### config.mk
export PLATFORM = sky130hd
export DESIGN_NAME = nibble_deframer
export DESIGN_NICKNAME = d
export VERILOG_FILES = /design/src/rtl/nibble_deframer.sv
export SDC_FILE = /design/constraint.sdc
export NUM_CORES = 1
export LEC_CHECK = 0
export ABC_AREA = 1
export BUFFER_PORTS_ARGS = -buffer_cell sky130_fd_sc_hd__buf_2
export CAP_MARGIN = 25
export CELL_PAD_IN_SITES_DETAIL_PLACEMENT = 0
export CELL_PAD_IN_SITES_GLOBAL_PLACEMENT = 1
export CORE_ASPECT_RATIO = 0.6
export CORE_MARGIN = 8
export CORE_UTILIZATION = 40
export CTS_BUF_LIST = sky130_fd_sc_hd__clkbuf_8
export CTS_CLUSTER_SIZE = 16
export DETAILED_ROUTE_END_ITERATION = 6
export GPL_ROUTABILITY_DRIVEN = 0
export PLACE_DENSITY = 0.73
export RECOVER_POWER = 50
export SKIP_CTS_REPAIR_TIMING = 1
export SYNTH_ARGS = -nofsm -noshare
export SYNTH_HDL_FRONTEND = slang
export SYNTH_SLANG_ARGS = --single-unit
### constraint.sdc
create_clock -name clk -period 1.8 [get_ports clk]
set_input_delay 0.36 -clock clk [delete_from_list [all_inputs] [get_ports clk]]
set_output_delay 0.36 -clock clk [all_outputs]
set_load 0.005 [all_outputs]
### src/rtl/nibble_deframer.sv
// Recovers framed payload bytes from a strobed nibble stream (A,5,LEN,payload,CHK)
// and queues them in a 4-deep first-word-fall-through FIFO.
module nibble_deframer #(
  parameter logic [3:0]  PROB_MIN = 4'd8,
  parameter logic [15:0] TIMEOUT  = 16'd20000
) (
  input  logic       clk,
  input  logic       rst,
  input  logic [3:0] info_judge,
  input  logic [3:0] info_prob,
  input  logic       sum_over,
  output logic [7:0] byte_data,
  output logic       byte_valid,
  input  logic       byte_ready,
  output logic       frame_start,
  output logic       frame_ok,
  output logic       frame_err,
  output logic [2:0] err_code,
  output logic       busy
);

  typedef enum logic [2:0] {S_HUNT, S_SYNC2, S_LEN, S_DATA_HI, S_DATA_LO, S_CHK} state_t;

  localparam logic [2:0] ERR_CHK  = 3'd1;
  localparam logic [2:0] ERR_PROB = 3'd2;
  localparam logic [2:0] ERR_TO   = 3'd3;
  localparam logic [2:0] ERR_OVF  = 3'd4;
  localparam logic [2:0] ERR_LEN0 = 3'd5;

  state_t      state, nxt_state;
  logic        sum_over_d, strobe, low_prob;
  logic [3:0]  byte_cnt, nxt_cnt, xor_acc, nxt_xor, hi_nib, nxt_hi;
  logic [2:0]  nxt_code;
  logic        nxt_start, nxt_ok, nxt_err;
  logic [15:0] to_cnt;
  logic        to_hit;

  logic [3:0][7:0] fifo_mem;
  logic [1:0]      wr_ptr, rd_ptr;
  logic [2:0]      fifo_cnt;
  logic            push, pop, full;

  assign strobe   = sum_over_d && !sum_over;
  assign low_prob = info_prob < PROB_MIN;
  assign to_hit   = to_cnt == TIMEOUT;
  assign busy     = state != S_HUNT;

  assign byte_valid = fifo_cnt != 3'd0;
  assign byte_data  = fifo_mem[rd_ptr];
  assign full       = fifo_cnt == 3'd4;
  assign pop        = byte_valid && byte_ready;

  always_ff @(posedge clk or negedge rst) begin
    if (!rst) sum_over_d <= 1'b0;
    else      sum_over_d <= sum_over;
  end

  // Idle-gap timer; saturates so a stuck count cannot wrap past the limit.
  always_ff @(posedge clk or negedge rst) begin
    if (!rst)                          to_cnt <= '0;
    else if (strobe || state == S_HUNT) to_cnt <= '0;
    else if (!to_hit)                  to_cnt <= to_cnt + 16'd1;
  end

  always_comb begin
    nxt_state = state;
    nxt_cnt   = byte_cnt;
    nxt_xor   = xor_acc;
    nxt_hi    = hi_nib;
    nxt_code  = err_code;
    nxt_start = 1'b0;
    nxt_ok    = 1'b0;
    nxt_err   = 1'b0;
    push      = 1'b0;
    if (strobe) begin
      case (state)
        S_HUNT: if (!low_prob && info_judge == 4'hA) nxt_state = S_SYNC2;
        S_SYNC2: begin
          if (!low_prob && info_judge == 4'h5) begin
            nxt_state = S_LEN;
            nxt_start = 1'b1;
            nxt_code  = 3'd0;
          end else if (!low_prob && info_judge == 4'hA) begin
            nxt_state = S_SYNC2;
          end else begin
            nxt_state = S_HUNT;
          end
        end
        default: begin
          if (low_prob) begin
            nxt_state = S_HUNT;
            nxt_err   = 1'b1;
            nxt_code  = ERR_PROB;
          end else begin
            case (state)
              S_LEN: begin
                if (info_judge == 4'h0) begin
                  nxt_state = S_HUNT;
                  nxt_err   = 1'b1;
                  nxt_code  = ERR_LEN0;
                end else begin
                  nxt_cnt   = info_judge;
                  nxt_xor   = info_judge;
                  nxt_state = S_DATA_HI;
                end
              end
              S_DATA_HI: begin
                nxt_hi    = info_judge;
                nxt_xor   = xor_acc ^ info_judge;
                nxt_state = S_DATA_LO;
              end
              S_DATA_LO: begin
                nxt_xor = xor_acc ^ info_judge;
                // A simultaneous pop frees the slot, so only a stalled full FIFO drops.
                if (full && !pop) begin
                  nxt_state = S_HUNT;
                  nxt_err   = 1'b1;
                  nxt_code  = ERR_OVF;
                end else begin
                  push      = 1'b1;
                  nxt_cnt   = byte_cnt - 4'd1;
                  nxt_state = (byte_cnt == 4'd1) ? S_CHK : S_DATA_HI;
                end
              end
              S_CHK: begin
                nxt_state = S_HUNT;
                if (info_judge == xor_acc) begin
                  nxt_ok = 1'b1;
                end else begin
                  nxt_err  = 1'b1;
                  nxt_code = ERR_CHK;
                end
              end
              default: nxt_state = S_HUNT;
            endcase
          end
        end
      endcase
    end else if (state != S_HUNT && to_hit) begin
      nxt_state = S_HUNT;
      nxt_err   = 1'b1;
      nxt_code  = ERR_TO;
    end
  end

  always_ff @(posedge clk or negedge rst) begin
    if (!rst) begin
      state       <= S_HUNT;
      byte_cnt    <= '0;
      xor_acc     <= '0;
      hi_nib      <= '0;
      err_code    <= '0;
      frame_start <= 1'b0;
      frame_ok    <= 1'b0;
      frame_err   <= 1'b0;
    end else begin
      state       <= nxt_state;
      byte_cnt    <= nxt_cnt;
      xor_acc     <= nxt_xor;
      hi_nib      <= nxt_hi;
      err_code    <= nxt_code;
      frame_start <= nxt_start;
      frame_ok    <= nxt_ok;
      frame_err   <= nxt_err;
    end
  end

  always_ff @(posedge clk or negedge rst) begin
    if (!rst) begin
      fifo_mem <= '0;
      wr_ptr   <= '0;
      rd_ptr   <= '0;
      fifo_cnt <= '0;
    end else begin
      if (push) begin
        fifo_mem[wr_ptr] <= {hi_nib, info_judge};
        wr_ptr           <= wr_ptr + 2'd1;
      end
      if (pop) rd_ptr <= rd_ptr + 2'd1;
      case ({push, pop})
        2'b10:   fifo_cnt <= fifo_cnt + 3'd1;
        2'b01:   fifo_cnt <= fifo_cnt - 3'd1;
        default: fifo_cnt <= fifo_cnt;
      endcase
    end
  end

endmodule
* Yosys cells after proc, flatten, opt, wreduce, memory -nomap -nowiden
Cells that the tools add are included.
** Operators by class
- Add/sub/neg operators :: 6
- Order comparisons :: 4
- Equal/unequal tests :: 23
- Mux-type cells :: 53
- Bitwise gates (word level) :: 3
- Reductions and logical operators :: 26
** Operator list (number)
- $mux W3 :: 13
- $bwmux W32 :: 1
- $mux W16 :: 2
- $mux W1 :: 21
- $pmux W3 S2 :: 3
- $pmux W3 S3 :: 2
- $add A16 B1 Y16 const B :: 1
- $bmux W8 S2 :: 1
- $demux W8 S2 :: 1
- $eq A16 B15 Y1 const B :: 1
- $mux W8 :: 2
- $pmux W4 S2 :: 2
- $ne A5 B5 Y1 const B :: 2
- $eq A3 B3 Y1 const B :: 3
- $mux W4 :: 2
- $reduce_bool A2 Y1 :: 4
- $logic_and A1 B1 Y1 :: 7
- $reduce_and A7 Y1 :: 1
- $eq A3 B2 Y1 const B :: 2
- $lt A2 B3 Y1 const B :: 2
- $ne A2 B2 Y1 const B :: 3
- $ne A6 B1 Y1 const B :: 1
- $reduce_and A6 Y1 :: 1
- $reduce_bool A3 Y1 :: 2
- other kinds (29) :: 35
** Storage, ports and cells
- Flip-flop bits (word level) :: 77
- Bits of input ports :: 12
- Output and inout bits :: 16
- Word-level logic and storage cells :: 132

* Longest topological paths before layout
Gate-level depths: netlist of the first run.
- Depth in word-level cells :: 11
- Mapped depth :: 11
- Depth with buffers taken out :: 11

* Least setup slack after synthesis of the first run
No wires, ideal clock.
- Kind :: register -> register
- From :: register state[2]
- To :: register fifo_cnt[2]
- Arrival :: 1703 ps
- Data required time :: 1669 ps
- Path slack :: -34 ps
- Stages on the path, launching flop included :: 12
- Path buffers :: 0
- Clock period less this slack :: 1834 ps
- Path through :: dfrtp_1 > inv_2 > nand2_1 > inv_2 > nor2_4 > nand3_4 > ha_1 > inv_1 > fa_1 > a21oi_1 > o21ai_0 > xor2_1
** Between the ends
- Word-level cells in the longest chain between the ends :: 7
- Elaborated cells on any way between the ends :: 12
** Ends and longest elaborated chain
- start, declared :: RTL line 30 : state_t state, nxt_state;
- start signal, assigned :: RTL line 157 : state <= nxt_state;
- $eq A3 B3 Y1 :: RTL line 95 : case (state)
- $mux W1 :: RTL line 95
- $mux W1 :: RTL line 90 : if (low_prob) begin
- $mux W1 (*) :: RTL line 76 : case (state)
- $mux W1 (*) :: RTL line 75 : if (strobe) begin
- $eq A2 B1 Y1 or $eq A2 B2 Y1 (tied branches) :: RTL line 180 : case ({push, pop})
- $pmux W3 S2 or $reduce_bool A2 Y1 (tied branches)
- end signal, assigned :: RTL line 181 : 2'b10: fifo_cnt <= fifo_cnt + 3'd1;
- end signal, assigned :: RTL line 182 : 2'b01: fifo_cnt <= fifo_cnt - 3'd1;
- end signal, assigned :: RTL line 183 : default: fifo_cnt <= fifo_cnt;
- end, declared :: RTL line 40 : logic [2:0] fifo_cnt;
Every way passes the cells marked *; elsewhere a longest branch is shown, timed or not.
A chain may end at the register's enable or synchronous reset.

* Worst setup path in the final report of the first run
- From :: register state[1]
- To :: register fifo_cnt[2]
The elaborated chain is that of the path after synthesis.

==> results of run 1 <==
==> critical path: cells and delay by family (launching register included) <==
kind            cells  cell delay [ns]
fa+ha+maj           2             0.50
simple gates        3             0.17
flops               1             0.40
compound gates      2             0.21
buf+inv             3             0.22
xor+xnor            1             0.14
==> power by group through the flow <==
stage	clock (W)	combinational [W]	sequential [W]
detailed placement	0	0.00202	0.00220
floorplan	0	0.00125	0.00215
global placement	0	0.00199	0.00219
finish	0.00149	0.00227	0.00221
global route	0.00158	0.00258	0.00224
CTS	0.00152	0.00203	0.00217
==> final cells by class <==
cell class | count | area, sq um | share of cell area, %
flip-flops and latches | 77 | 1930 | 39.9
multi-input cells | 347 | 1870 | 38.7
repair buffers | 57 | 402 | 8.31
inverters | 60 | 238 | 4.92
well taps | 135 | 169 | 3.50
clock buffers | 10 | 138 | 2.85
clock inverters | 6 | 83.8 | 1.74
==> routing by layer <==
metal  up-vias  track usage, %  wire (um)
met2        75            21.6       3900
met5         -               0          0
met4         0            4.13         82
met3         7            4.09        510
met1      1534            20.9       5030
li1       1721               -          -
==> final timing paths <==
path	end	slack (ns)
max reg2reg	fifo_cnt[2]	0.04
min in group asynchronous	fifo_mem[8]	0.51
min reg2reg	err_code[2]	0.48
max in group asynchronous	to_cnt[0]	0.27
max	fifo_cnt[2]	0.04
min	sum_over_d	0.28
==> layout by cell type (no fill, tap or decap), types with 2 or more instances in the layout <==
cell       instances
nand2_1          119
dfrtp_1           75
inv_1             49
nor2_1            47
o21ai_1           36
o21ai_0           27
buf_4             26
buf_2             23
nand3_1           22
o21ai_2           10
a21oi_1           10
clkbuf_8          10
xor2_1             9
ha_1               9
nand4_1            8
o22ai_1            7
inv_2              6
nor2_4             5
nor2_2             4
nand3_2            4
nand2_2            4
nand2_4            4
inv_4              3
nor3_2             3
o211ai_1           3
nor3_1             3
clkinv_2           3
xnor2_1            2
bufinv_16          2
clkbuf_2           2
dfrtp_2            2
==> metrics by stage <==
step | power (W) | setup slack (ns) | TNS [ns]
2_1_floorplan | 0.00340 | -0.00659 | -0.00659
3_3_place_gp | 0.00418 | -0.0429 | -0.0556
3_5_place_dp | 0.00422 | -0.0731 | -0.102
4_1_cts | 0.00572 | -0.121 | -0.619
5_1_grt | 0.00640 | -0.0650 | -0.147
6_report | 0.00597 | 0.0425 | 0
==> cell families (layout without fill, tap and decap cells) <==
kind of cell / after synthesis / after routing / synth area share (%)
buffers and inverters: 69 / 133 / 7.37
AO/OA/AOI/OAI: 98 / 98 / 13.5
adder cells (fa/ha/maj): 10 / 10 / 3.30
XOR/XNOR: 11 / 11 / 2.39
AND/OR/NAND/NOR: 228 / 228 / 25.6
flip-flops: 77 / 77 / 47.9
==> registers in the layout, summed over array words and instances, names as in the netlist, 2 cells and up <==
| name | count |
|---|---|
| rd_ptr | 2 |
| xor_acc | 4 |
| byte_cnt | 4 |
| fifo_cnt | 3 |
| to_cnt | 16 |
| hi_nib | 4 |
| wr_ptr | 2 |
| state | 3 |
| err_code | 3 |
| fifo_mem | 32 |
==> flow_summary_export.csv, run 1 <==
group,metric,value,unit
logic_synthesis,syn_area_per_cell,8.16,sq um
power_and_ir_drop,p_leak,2.34,nW
logic_synthesis,async_reset_ff_share,100,%
critical_path,cp-start-kind,"register",
layout,areaGrowthSynthToFinish,20.0,%
critical_path,cp_cell_sequence,"inv_2, nand2_2, inv_2, nor2_4, nand3_4, ha_1, inv_1, fa_2, a21oi_2, o21ai_1, xor2_1",
layout,fin_nets,574,
layout,fin_cells,692,
drt,dr.pass1.iters,4,
placement,hpwlAfterDp,6.96,mm
logic_synthesis,synth.area.top_cells,"dfrtp_1 (48%), nand2_1 (11%), inv_1 (4.8%)",
clock_tree,clkTransAtPathRegs,0.09,ns
critical_path,crit_required,2.05,ns
power_and_ir_drop,intPower,0.00377,W
logic_synthesis,syn-num-nets,515,
flow_run,maxCapViolCount,0,
clock_tree,tritoncts,"built",
sta,worst_slew_pin_slew,0.556,ns
critical_path,r2r_cells,11,
sta,finalHoldViolCount,0,
logic_synthesis,ys_ff_latch,77,
sta,post-route-min-period,1.76,ns
logic_synthesis,yosysMostFrequentCell,"nand2_1",
placement,place_area,4480,sq um
sta,finalCritPeriodShare,97.6,%
sta,relSlewSlack,63.0,%
layout,layout-drive-gt1-share,22.1,%
critical_path,slowest_delay,0.40,ns
critical_path,startpoint,"state[1]",
logic_synthesis,synth_edf_count,0,
logic_synthesis,synth_area_leader_cell,"dfrtp_1",
drt,wl_per_cell,13.8,um
floorplanning,dieWidth,146,um
drt,ant_nets,0,
power_and_ir_drop,p_seq_share,37.0,%
placement,dp.cells,669,
layout,fill_cells,985,
logic_synthesis,synthesis.area,4030,sq um
clock_tree,clock_sinks,77,
clock_tree,clockRootBuffer,"clkbuf_8",
logic_synthesis,yosysTopAreaCellShare,47.9,%
logic_synthesis,ys_warn_count,0,
sta,slew_violations,0,
placement,numPortBuffers,24,
clock_tree,numCtsBuffers,9,
layout,antennaDiodeCount,0,
power_and_ir_drop,power.density,1230,nW/um^2
floorplanning,io_pins,28,
critical_path,worst_ep_arrival_time,2.01,ns
clock_tree,clk_latency,0.36,ns
min_path,worst_hold_path.num_cells,2,
logic_synthesis,synth_seq_area_share,47.9,%
global_routing,antenna_found_initial,0,
floorplanning,std_cell_rows,28,
floorplanning,die_y,93.7,um
critical_path,cp-end-kind,"register",
critical_path,critical_path_class,"reg2reg",
drt,drt_iter0_drc,269,
floorplanning,die_area,13600,sq um
sta,setup_violations,0,
floorplanning,core,9810,sq um
sta,rsz0062_at_grt,"true",
drt,num_vias,3337,
power_and_ir_drop,peakVddDrop,0.000515,V
global_routing,grt_use_total,14.8,%
critical_path,cp_common_cell,"inv_2",
clock_tree,cts_max_path_buffers,2,
global_routing,grt_pass1_wl,16.3,mm
layout,finalCoreUtilization,49.2,%
drt,drt-vias-per-instance,4.82,
sta,holdWs,0.279,ns
power_and_ir_drop,clkPwrFrac,24.9,%
power_and_ir_drop,power.switching,0.00219,W
global_routing,grt_overflow,0,
critical_path,cp_max_fo,4,
global_routing,grt_max_degree,41,
power_and_ir_drop,p_sw_share,36.8,%
power_and_ir_drop,combinationalPowerShare,38.1,%
sta,max_freq,0.569,GHz
logic_synthesis,synth_common_cells,"nand2_1 (122), dfrtp_1 (77), inv_1 (52), nor2_1 (52), o21ai_0 (37)",
logic_synthesis,synth_cell_type_count,36,
critical_path,worstReg2RegStart,"state[1]",
floorplanning,start_util,41.0,%
sta,worst_clock_skew,0.0120,ns
drt,drc,0,
clock_tree,htreeDepth,3,
outcome,status,"finished clean",
critical_path,cp_slowest_cell,"dfrtp_1",
logic_synthesis,synth_ff_type,"dfrtp_1",
logic_synthesis,postSynthCellCount,493,
global_routing,grt_pass1_vias,3234,
min_path,worstHoldPathType,"in2reg",
min_path,hold_start,"sum_over",
drt,routed_wirelength,9.52,mm
layout,final_cell_area,4830,sq um
Note: power is estimated with default switching activity, not from simulation.
==> run 2: changes to the inputs <==
--- a/config.mk
+++ b/config.mk
@@ -12,12 +12,12 @@
 export CELL_PAD_IN_SITES_GLOBAL_PLACEMENT = 1
 export CORE_ASPECT_RATIO = 0.6
 export CORE_MARGIN = 8
-export CORE_UTILIZATION = 40
+export CORE_UTILIZATION = 34
 export CTS_BUF_LIST = sky130_fd_sc_hd__clkbuf_8
 export CTS_CLUSTER_SIZE = 16
 export DETAILED_ROUTE_END_ITERATION = 6
 export GPL_ROUTABILITY_DRIVEN = 0
-export PLACE_DENSITY = 0.73
+export PLACE_DENSITY = 0.64
 export RECOVER_POWER = 50
 export SKIP_CTS_REPAIR_TIMING = 1
 export SYNTH_ARGS = -nofsm -noshare
==> run 2 against run 1 <==
Compared with the run above:
- global-route usage is 1.2 points lower
- critical path depth is 6 lower
- largest power group unchanged
- non-clock buffer count is 7 higher
==> flow_summary_export.csv, run 2 (synthesis results as in run 1) <==
group,metric,value,unit
layout,largest_register_ffs,32,
placement,numPortBuffers,24,
global_routing,grt_use_total,13.5,%
layout,antennaDiodeCount,0,
placement,dp_slack,-0.0516,ns
sta,worst_clock_skew,0.0119,ns
min_path,worstHoldPathType,"in2reg",
sta,relSlewSlack,60.7,%
drt,ant_nets,0,
clock_tree,cts_max_path_buffers,2,
sta,fin_setup_tns,0,ns
drt,wl_per_cell,13.8,um
layout,fin_nets,581,
global_routing,antenna_found_initial,0,
layout,final_common_cell,"nand2_1",
floorplanning,core,11400,sq um
floorplanning,die_y,100,um
floorplanning,dieWidth,156,um
placement,hpwlAfterDp,7.29,mm
floorplanning,start_util,35.3,%
critical_path,cp-start-kind,"register",
floorplanning,std_cell_rows,30,
sta,post-route-min-period,1.77,ns
sta,slew_violations,0,
critical_path,cp_cell_sequence,"inv_4, clkbuf_16, nor2_1, o22ai_1, buf_2",
clock_tree,clk_latency,0.36,ns
drt,drc,0,
sta,finalCritPeriodShare,98.4,%
clock_tree,htreeDepth,3,
critical_path,cp_max_fo,8,
layout,areaGrowthSynthToFinish,21.4,%
sta,max_freq,0.564,GHz
layout,mostFrequentLayoutCells,"nand2_1 (119), dfrtp_1 (75), inv_1 (50), nor2_1 (45), o21ai_1 (36)",
drt,num_vias,3372,
critical_path,worst_ep_arrival_time,1.41,ns
sta,setup_violations,0,
clock_tree,numCtsBuffers,9,
power_and_ir_drop,p_leak,2.36,nW
layout,finalCoreUtilization,42.8,%
global_routing,grt_pass1_wl,16.9,mm
global_routing,grt_max_degree,33,
sta,final.setup.worst_slack,0.0281,ns
sta,rsz0062_at_grt,"true",
clock_tree,tritoncts,"built",
drt,routed_wirelength,10.0,mm
critical_path,cp_slowest_cell,"dfrtp_2",
sta,holdWs,0.273,ns
floorplanning,io_pins,28,
power_and_ir_drop,peakVddDrop,0.000520,V
clock_tree,clockRootBuffer,"clkbuf_8",
layout,largest_register,"fifo_mem",
drt,drt-vias-per-instance,4.66,
layout,fill_cells,1169,
power_and_ir_drop,power.density,1190,nW/um^2
layout,layout-drive-gt1-share,22.9,%
outcome,status,"finished clean",
flow_run,maxCapViolCount,0,
sta,worst_slew_pin_slew,0.590,ns
critical_path,slowest_delay,0.45,ns
global_routing,grt_overflow,0,
critical_path,crit_required,1.44,ns
layout,top_regs,"fifo_mem x32, to_cnt x16",
critical_path,cp-end-kind,"output port",
drt,drt_iter0_drc,145,
power_and_ir_drop,design_power_total,0.00583,W
global_routing,grt_pass1_vias,3267,
critical_path,critical_path_class,"reg2out",
clock_tree,clock_sinks,77,
drt,dr.pass1.iters,5,
floorplanning,die_area,15700,sq um
clock_tree,clkTransAtPathRegs,0.08,ns
sta,finalHoldViolCount,0,
run 2: cell count changes in the layout (fill, tap and decap cells not counted), sizes merged:
cell      before  now
inv           59   58
clkinvlp       0    2
buf           51   58
bufinv         2    0
clkinv         5    6
run 2: path summary, 6_finish.rpt:
check | startpoint | to | slack, ns | depth (start not counted)
worst min register to register | err_code[2] | err_code[2] | 0.47 | 2
worst max register to register | state[1] | fifo_cnt[2] | 0.04 | 11
max in group asynchronous | rst | fifo_mem[29] | 0.29 | 3
worst min-delay path | sum_over | sum_over_d | 0.27 | 2
worst max-delay path | rd_ptr[0] | byte_data[5] | 0.03 | 5
min in group asynchronous | rst | byte_cnt[2] | 0.53 | 2
run 2: area by class of cell:
class / count / area (sq um) / area share, %
inverter: 60 / 235 / 4.81
sequential: 77 / 1930 / 39.5
multi-input combinational: 347 / 1880 / 38.4
clock inverter: 6 / 38.8 / 0.794
timing repair buffer: 64 / 468 / 9.58
tap: 160 / 200 / 4.10
clock buffer: 10 / 138 / 2.82
run 2: worst max-delay path, delay by kind of cell (launching register included):
kind	cells	cell delay (ns)
buf+inv	3	0.41
flops	1	0.45
simple gates	1	0.04
compound gates	1	0.16
run 2: through the flow:
stage	cells	instance area (sq um)
6_report	724	4890
5_1_grt	724	4890
4_1_cts	716	4730
3_5_place_dp	700	4550
3_3_place_gp	700	4550
2_1_floorplan	493	4030
run 2: per-layer routing:
metal,wire [um],track usage (%),up-vias,part of all wire (%)
met2,3990,18.7,58,40
met4,99,3.53,0,0.99
met5,0,0,-,0
met1,5490,19.9,1580,55
met3,433,3.69,9,4.3
li1,-,-,1725,-
run 2: power by group:
group	switching, W	internal [W]
registers	0.000182	0.00200
clock network	0.000685	0.000533
logic	0.00137	0.00106
total	0.00224	0.00359
